<file path="src/rtl/seg7_pkg.sv">
// Shared constants, scan FSM state type and hex-to-segment table for the
// 7-segment scan controller.
package seg7_pkg;

  // All segments off (active-low cathodes), bit order {g,f,e,d,c,b,a}.
  localparam logic [6:0] SEG_BLANK = 7'h7F;
  // All digit selects off (active-low anodes).
  localparam logic [7:0] ANODE_OFF = 8'hFF;

  typedef enum logic {
    ST_BLANK = 1'b0,
    ST_DRIVE = 1'b1
  } scan_state_e;

  // Active-low segment pattern for one hex nibble.
  function automatic logic [6:0] hex_to_seg(input logic [3:0] nib);
    logic [6:0] seg;
    case (nib)
      4'h0:    seg = 7'h40;
      4'h1:    seg = 7'h79;
      4'h2:    seg = 7'h24;
      4'h3:    seg = 7'h30;
      4'h4:    seg = 7'h19;
      4'h5:    seg = 7'h12;
      4'h6:    seg = 7'h02;
      4'h7:    seg = 7'h78;
      4'h8:    seg = 7'h00;
      4'h9:    seg = 7'h10;
      4'hA:    seg = 7'h08;
      4'hB:    seg = 7'h03;
      4'hC:    seg = 7'h46;
      4'hD:    seg = 7'h21;
      4'hE:    seg = 7'h06;
      default: seg = 7'h0E;
    endcase
    return seg;
  endfunction

endpackage

</file>
<file path="src/rtl/seg7_hex_decode.sv">
// Combinational 4-bit hex to active-low 7-segment decoder.
module seg7_hex_decode
  import seg7_pkg::*;
(
  input  logic [3:0] i_nibble,
  output logic [6:0] o_seg
);

  // Pure table lookup, no state.
  always_comb begin
    o_seg = hex_to_seg(i_nibble);
  end

endmodule

</file>
<file path="src/rtl/seg7_scan_ctrl.sv">
// Time-multiplexed scan controller for an 8-digit common-anode 7-segment
// display. Each digit slot starts with a blanking interval (anti-ghosting),
// and the display value is snapshotted once per frame so digits never tear.
module seg7_scan_ctrl
  import seg7_pkg::*;
#(
  parameter int unsigned TICK_DIV  = 100_000,
  parameter int unsigned BLANK_CYC = 16,
  parameter int unsigned DIGITS    = 8
) (
  input  logic        clk,
  input  logic        reset,
  input  logic [31:0] value,
  input  logic [7:0]  digit_en,
  input  logic [7:0]  dp_in,
  output logic [7:0]  anode,
  output logic [6:0]  cathode,
  output logic        dp,
  output logic        frame_done
);

  localparam int unsigned CNT_W = $clog2(TICK_DIV);
  localparam int unsigned IDX_W = $clog2(DIGITS);
  localparam logic [CNT_W-1:0] CNT_MAX   = CNT_W'(TICK_DIV - 1);
  localparam logic [CNT_W-1:0] CNT_BLANK = CNT_W'(BLANK_CYC);
  localparam logic [IDX_W-1:0] IDX_MAX   = IDX_W'(DIGITS - 1);

  // Slot prescaler, digit index and scan state.
  logic [CNT_W-1:0] r_cnt;
  logic [IDX_W-1:0] r_idx;
  scan_state_e      r_state;

  // Per-frame snapshot of the datapath inputs.
  logic [31:0]      r_snap_val;
  logic [7:0]       r_snap_en;
  logic [7:0]       r_snap_dp;

  // Registered pin drivers.
  logic [7:0]       r_anode;
  logic [6:0]       r_cathode;
  logic             r_dp;
  logic             r_frame_done;

  // Next-state / next-output nets.
  logic             w_slot_end;
  logic             w_frame_end;
  logic [CNT_W-1:0] w_cnt_nxt;
  logic [IDX_W-1:0] w_idx_nxt;
  scan_state_e      w_state_nxt;
  logic [3:0]       w_nibble;
  logic [6:0]       w_seg;
  logic [7:0]       w_anode_nxt;
  logic [6:0]       w_cathode_nxt;
  logic             w_dp_nxt;

  assign w_nibble = r_snap_val[{r_idx, 2'b00} +: 4];

  seg7_hex_decode u_hex_decode (
    .i_nibble (w_nibble),
    .o_seg    (w_seg)
  );

  // Counter advance and FSM next state; the state tracks the counter value
  // it will sit alongside, so BLANK covers cnt < BLANK_CYC exactly.
  always_comb begin
    w_slot_end  = (r_cnt == CNT_MAX);
    w_frame_end = w_slot_end && (r_idx == IDX_MAX);
    w_cnt_nxt   = r_cnt + CNT_W'(1);
    w_idx_nxt   = r_idx;
    if (w_slot_end) begin
      w_cnt_nxt = '0;
      w_idx_nxt = r_idx + IDX_W'(1);
    end
    if (w_frame_end) begin
      w_idx_nxt = '0;
    end
    w_state_nxt = (w_cnt_nxt < CNT_BLANK) ? ST_BLANK : ST_DRIVE;
  end

  // Output decode from the current (state, idx); registered one cycle later.
  always_comb begin
    w_anode_nxt   = ANODE_OFF;
    w_cathode_nxt = SEG_BLANK;
    w_dp_nxt      = 1'b1;
    if (r_state == ST_DRIVE) begin
      w_anode_nxt[r_idx] = ~r_snap_en[r_idx];
      w_cathode_nxt      = w_seg;
      w_dp_nxt           = ~r_snap_dp[r_idx];
    end
  end

  // Slot counter, digit index and FSM state register.
  always_ff @(posedge clk) begin
    if (!reset) begin
      r_cnt   <= '0;
      r_idx   <= '0;
      r_state <= ST_BLANK;
    end else begin
      r_cnt   <= w_cnt_nxt;
      r_idx   <= w_idx_nxt;
      r_state <= w_state_nxt;
    end
  end

  // Snapshot inputs at the frame boundary only.
  always_ff @(posedge clk) begin
    if (!reset) begin
      r_snap_val <= '0;
      r_snap_en  <= '0;
      r_snap_dp  <= '0;
    end else if (w_frame_end) begin
      r_snap_val <= value;
      r_snap_en  <= digit_en;
      r_snap_dp  <= dp_in;
    end
  end

  // Registered pin drivers and frame pulse.
  always_ff @(posedge clk) begin
    if (!reset) begin
      r_anode      <= ANODE_OFF;
      r_cathode    <= SEG_BLANK;
      r_dp         <= 1'b1;
      r_frame_done <= 1'b0;
    end else begin
      r_anode      <= w_anode_nxt;
      r_cathode    <= w_cathode_nxt;
      r_dp         <= w_dp_nxt;
      r_frame_done <= w_frame_end;
    end
  end

  assign anode      = r_anode;
  assign cathode    = r_cathode;
  assign dp         = r_dp;
  assign frame_done = r_frame_done;

endmodule

</file>
<file path="config.mk">
export PLATFORM = sky130hd
export DESIGN_NAME = seg7_scan_ctrl
export DESIGN_NICKNAME = d
export VERILOG_FILES = /design/src/rtl/seg7_pkg.sv /design/src/rtl/seg7_hex_decode.sv /design/src/rtl/seg7_scan_ctrl.sv
export SDC_FILE = /design/constraint.sdc
export NUM_CORES = 1
export LEC_CHECK = 0
export BUFFER_PORTS_ARGS = -buffer_cell sky130_fd_sc_hd__buf_2
export CORE_MARGIN = 4
export CORE_UTILIZATION = 40
export DETAILED_ROUTE_END_ITERATION = 7
export GPL_TIMING_DRIVEN = 0
export PLACE_DENSITY_LB_ADDON = 0.12
export RECOVER_POWER = 100
export SLEW_MARGIN = 20
export SYNTH_ARGS = -nofsm -noshare
export SYNTH_HDL_FRONTEND = slang
export SYNTH_SLANG_ARGS = --single-unit
</file>
<file path="constraint.sdc">
create_clock -name clk -period 2.88 [get_ports clk]
set_input_delay 0.288 -clock clk [delete_from_list [all_inputs] [get_ports clk]]
set_output_delay 0.288 -clock clk [all_outputs]
set_load 0.1 [all_outputs]
</file>
==> results.yml <==
run_status:
  status: "completed"
floorplanning:
  coreArea_um2: 8810
  dieArea_um2: 10700
  die_w_um: 103
  die_h_um: 103
  boundaryPins: 67
  start_util_pct: 41.4
  rows: 34
cts:
  ctsHoldBuffers: 0
  numCtsBuffers: 9
  cts-root-buf: "clkbuf_8"
  h-tree-depth: 3
  clock-sinks: 86
  post_cts_buffers: 0
  clock_latency_ps: 350
  clk_pin_slew_ps: 90
  cts_tree: "yes"
  cts_max_path_buffers: 2
pwr:
  finalPower_w: 0.00223
  seq_power_share_pct: 53.6
  vdd_drop_max_mv: 0.239
  power-per-cell-area_nw_per_um2: 517
  pwr-share-clk_pct: 43.5
  leakagePower_nw: 1.68
  combPwrFrac_pct: 2.9
  p_switching_w: 0.000472
  netSwitchingFraction_pct: 21.2
  p_int_w: 0.00176
final_layout:
  nNetsFinal: 490
  fillCellCount: 836
  n_antenna_cell: 0
  areaGrowthSynthToFinish_pct: 18.1
  drive_gt1_share_pct: 20.6
  final_util_pct: 48.9
  final_area_um2: 4310
timing:
  fmax_mhz: 373
  max_slew_margin_pct: 21.4
  rsz0062_at_grt: "false"
  fin_skew_ps: 10.2
  fin_setup_tns_ps: 0
  timing.final.crit_share_pct: 93.2
  hold_viol: 0
  worstMarginPinSlew_ps: 1180
  setup_violations: 0
  fin_crit_ps: 2680
  slew_violations: 0
global_routing:
  grt_pass1_wl_um: 14000
  globalRouteTotalUtil_pct: 17.0
  gr-usage-met1_pct: 23.3
  grt.met3_usage_pct: 4.16
  grt_pass1_vias: 2773
  antenna_found_initial: 0
  top_usage_layer: "met2"
  met2_usage_pct: 26.5
  gr-total-overflow: 0
  grt_start_max_net_pins: 15
worst_hold_path:
  hp-class: "primary input to register"
setup_path:
  slowest_delay_ps: 390
  arrival_ps: 2900
  cp_max_fo: 10
  cp-end-kind: "register"
  critical_path_buf_inv_count: 2
  critical_path_required_ps: 3090
  start_kind: "register"
  cp_slowest_cell: "dfxtp_1"
  crit_family: "compound AO/OA/AOI/OAI gates"
  crit_chain: "buf_4 -> mux2_2 -> a221o_1 -> a21oi_2 -> inv_1 -> ha_1 -> a2111oi_0 -> a41oi_1"
  worstSetupPathType: "register to register"
synth:
  yosysSeqAreaShare_pct: 47.2
  synthFlopType: "dfxtp_1"
  synth_cell_types: 50
  synth_area_um2: 3650
  synth_edf_count: 0
  yosysTopAreaCellShare_pct: 47.2
  syn_avg_cell_area_um2: 10.3
  ys_warn_count: 0
  synth_area_leaders: "dfxtp_1, a22o_1, ha_1, mux4_2, mux2i_1"
  syn_nets: 413
  synthArstFlopShare_pct: 0
  synth_seq_cells: 86
  synth.top_cells.by_count: "dfxtp_1, a22o_1, nand2_1"
  synth.most_common_cell: "dfxtp_1"
  synth_top_cell_by_area: "dfxtp_1"
  postSynthCellCount: 354
drt:
  post-route-drc-count: 0
  vias: 2868
  vias_per_cell: 5.27
  routed_wl_um: 8690
  first_pass_iters: 4
  final_antenna_net_count: 0
  avgRoutedWirePerCell_um: 16.0
  dr.first_iter.drc_count: 108
placed_design:
  place_area_um2: 4110
  gp_congestion: 0.815
  numPortBuffers: 66
  dp_hpwl_um: 6320
flow_run:
  drv_cap: 0
==> routing by layer <==
| layer | vias up | routed length [um] |
|---|---|---|
| met5 | - | 0 |
| met1 | 1331 | 4190 |
| li1 | 1455 | - |
| met3 | 8 | 459 |
| met2 | 74 | 3950 |
| met4 | 0 | 93 |
==> worst register-to-register path: cells and delay by family (launching register included) <==
kind,cells,cell delay [ps]
compound gates,4,1210
fa+ha+maj,1,260
buf+inv,2,340
flops,1,390
mux,1,360
==> state kept, by name, summed over array words and instances (netlist names) <==
register / count
r_snap_val: 32
r_cnt: 17
anode: 8
r_snap_dp: 8
r_snap_en: 8
cathode: 7
r_idx: 3
dp: 1
frame_done: 1
r_state: 1
==> path summary, 6_finish.rpt <==
check                              start            to  slack [ps]  cells after the start
worst min register to register  r_cnt[0]      r_cnt[0]         470                      1
worst min-delay path            dp_in[2]  r_snap_dp[2]         140                      2
worst max register to register  r_idx[1]    cathode[3]         200                      8
worst max-delay path            r_idx[1]    cathode[3]         200                      8
==> cells in the final DEF, fill, tap and decap left out, drive strengths merged, types with 5 or more instances in the layout <==
| cell | n |
|---|---|
| nor2 | 20 |
| nor4 | 6 |
| a21oi | 6 |
| dfxtp | 86 |
| buf | 57 |
| nor2b | 7 |
| nor3 | 10 |
| clkbuf | 43 |
| mux2i | 11 |
| nand4 | 5 |
| and2 | 8 |
| xnor2 | 11 |
| ha | 9 |
| nand2 | 28 |
| a22o | 48 |
| xor2 | 5 |
| and3 | 5 |
| mux2 | 6 |
| nand3 | 10 |
| mux4 | 5 |
| inv | 6 |
==> stage by stage <==
stage / cells / hold slack, ps / setup WS [ps]
after global routing: 544 / 113 / 37.1
final: 544 / 138 / 197
after floorplan: 354 / 414 / 562
after detailed placement: 528 / 452 / 74.4
after global placement: 528 / 441 / 125
after CTS: 544 / 121 / 58.4
==> final cells by class <==
| cell class | instances | area, um2 | area share, % |
|---|---|---|---|
| timing repair buffer | 66 | 309 | 7.17 |
| tap | 108 | 135 | 3.14 |
| inverter | 6 | 22.5 | 0.523 |
| clock buffer | 11 | 151 | 3.51 |
| sequential | 86 | 1720 | 40.0 |
| buffer | 23 | 114 | 2.64 |
| clock inverter | 5 | 81.3 | 1.89 |
| multi-input combinational | 239 | 1770 | 41.2 |
==> power by group through the flow <==
stage | Clock, W | Sequential [W] | Combinational [W]
final | 0.000970 | 0.00119 | 0.0000652
after global routing | 0.00104 | 0.00120 | 0.0000740
after CTS | 0.000994 | 0.00120 | 0.0000666
after detailed placement | 0 | 0.00122 | 0.0000660
after global placement | 0 | 0.00122 | 0.0000663
after floorplan | 0 | 0.00122 | 0.0000206
==> kinds of logic after synthesis <==
kind of cell / synth area share [%]
multiplexers: 7.96
XOR/XNOR: 3.84
AND/OR/NAND/NOR: 15.7
adder cells (fa/ha/maj): 3.09
flip-flops: 47.2
buffers and inverters: 3.84
AO/OA/AOI/OAI: 18.4
==> repair_timing <==
action,in CTS,in global routing
endpoints found under the setup margin,0,5
endpoints found under the hold margin,0,0
gates resized for setup,0,2
Note: power is estimated with default switching activity, not from simulation.
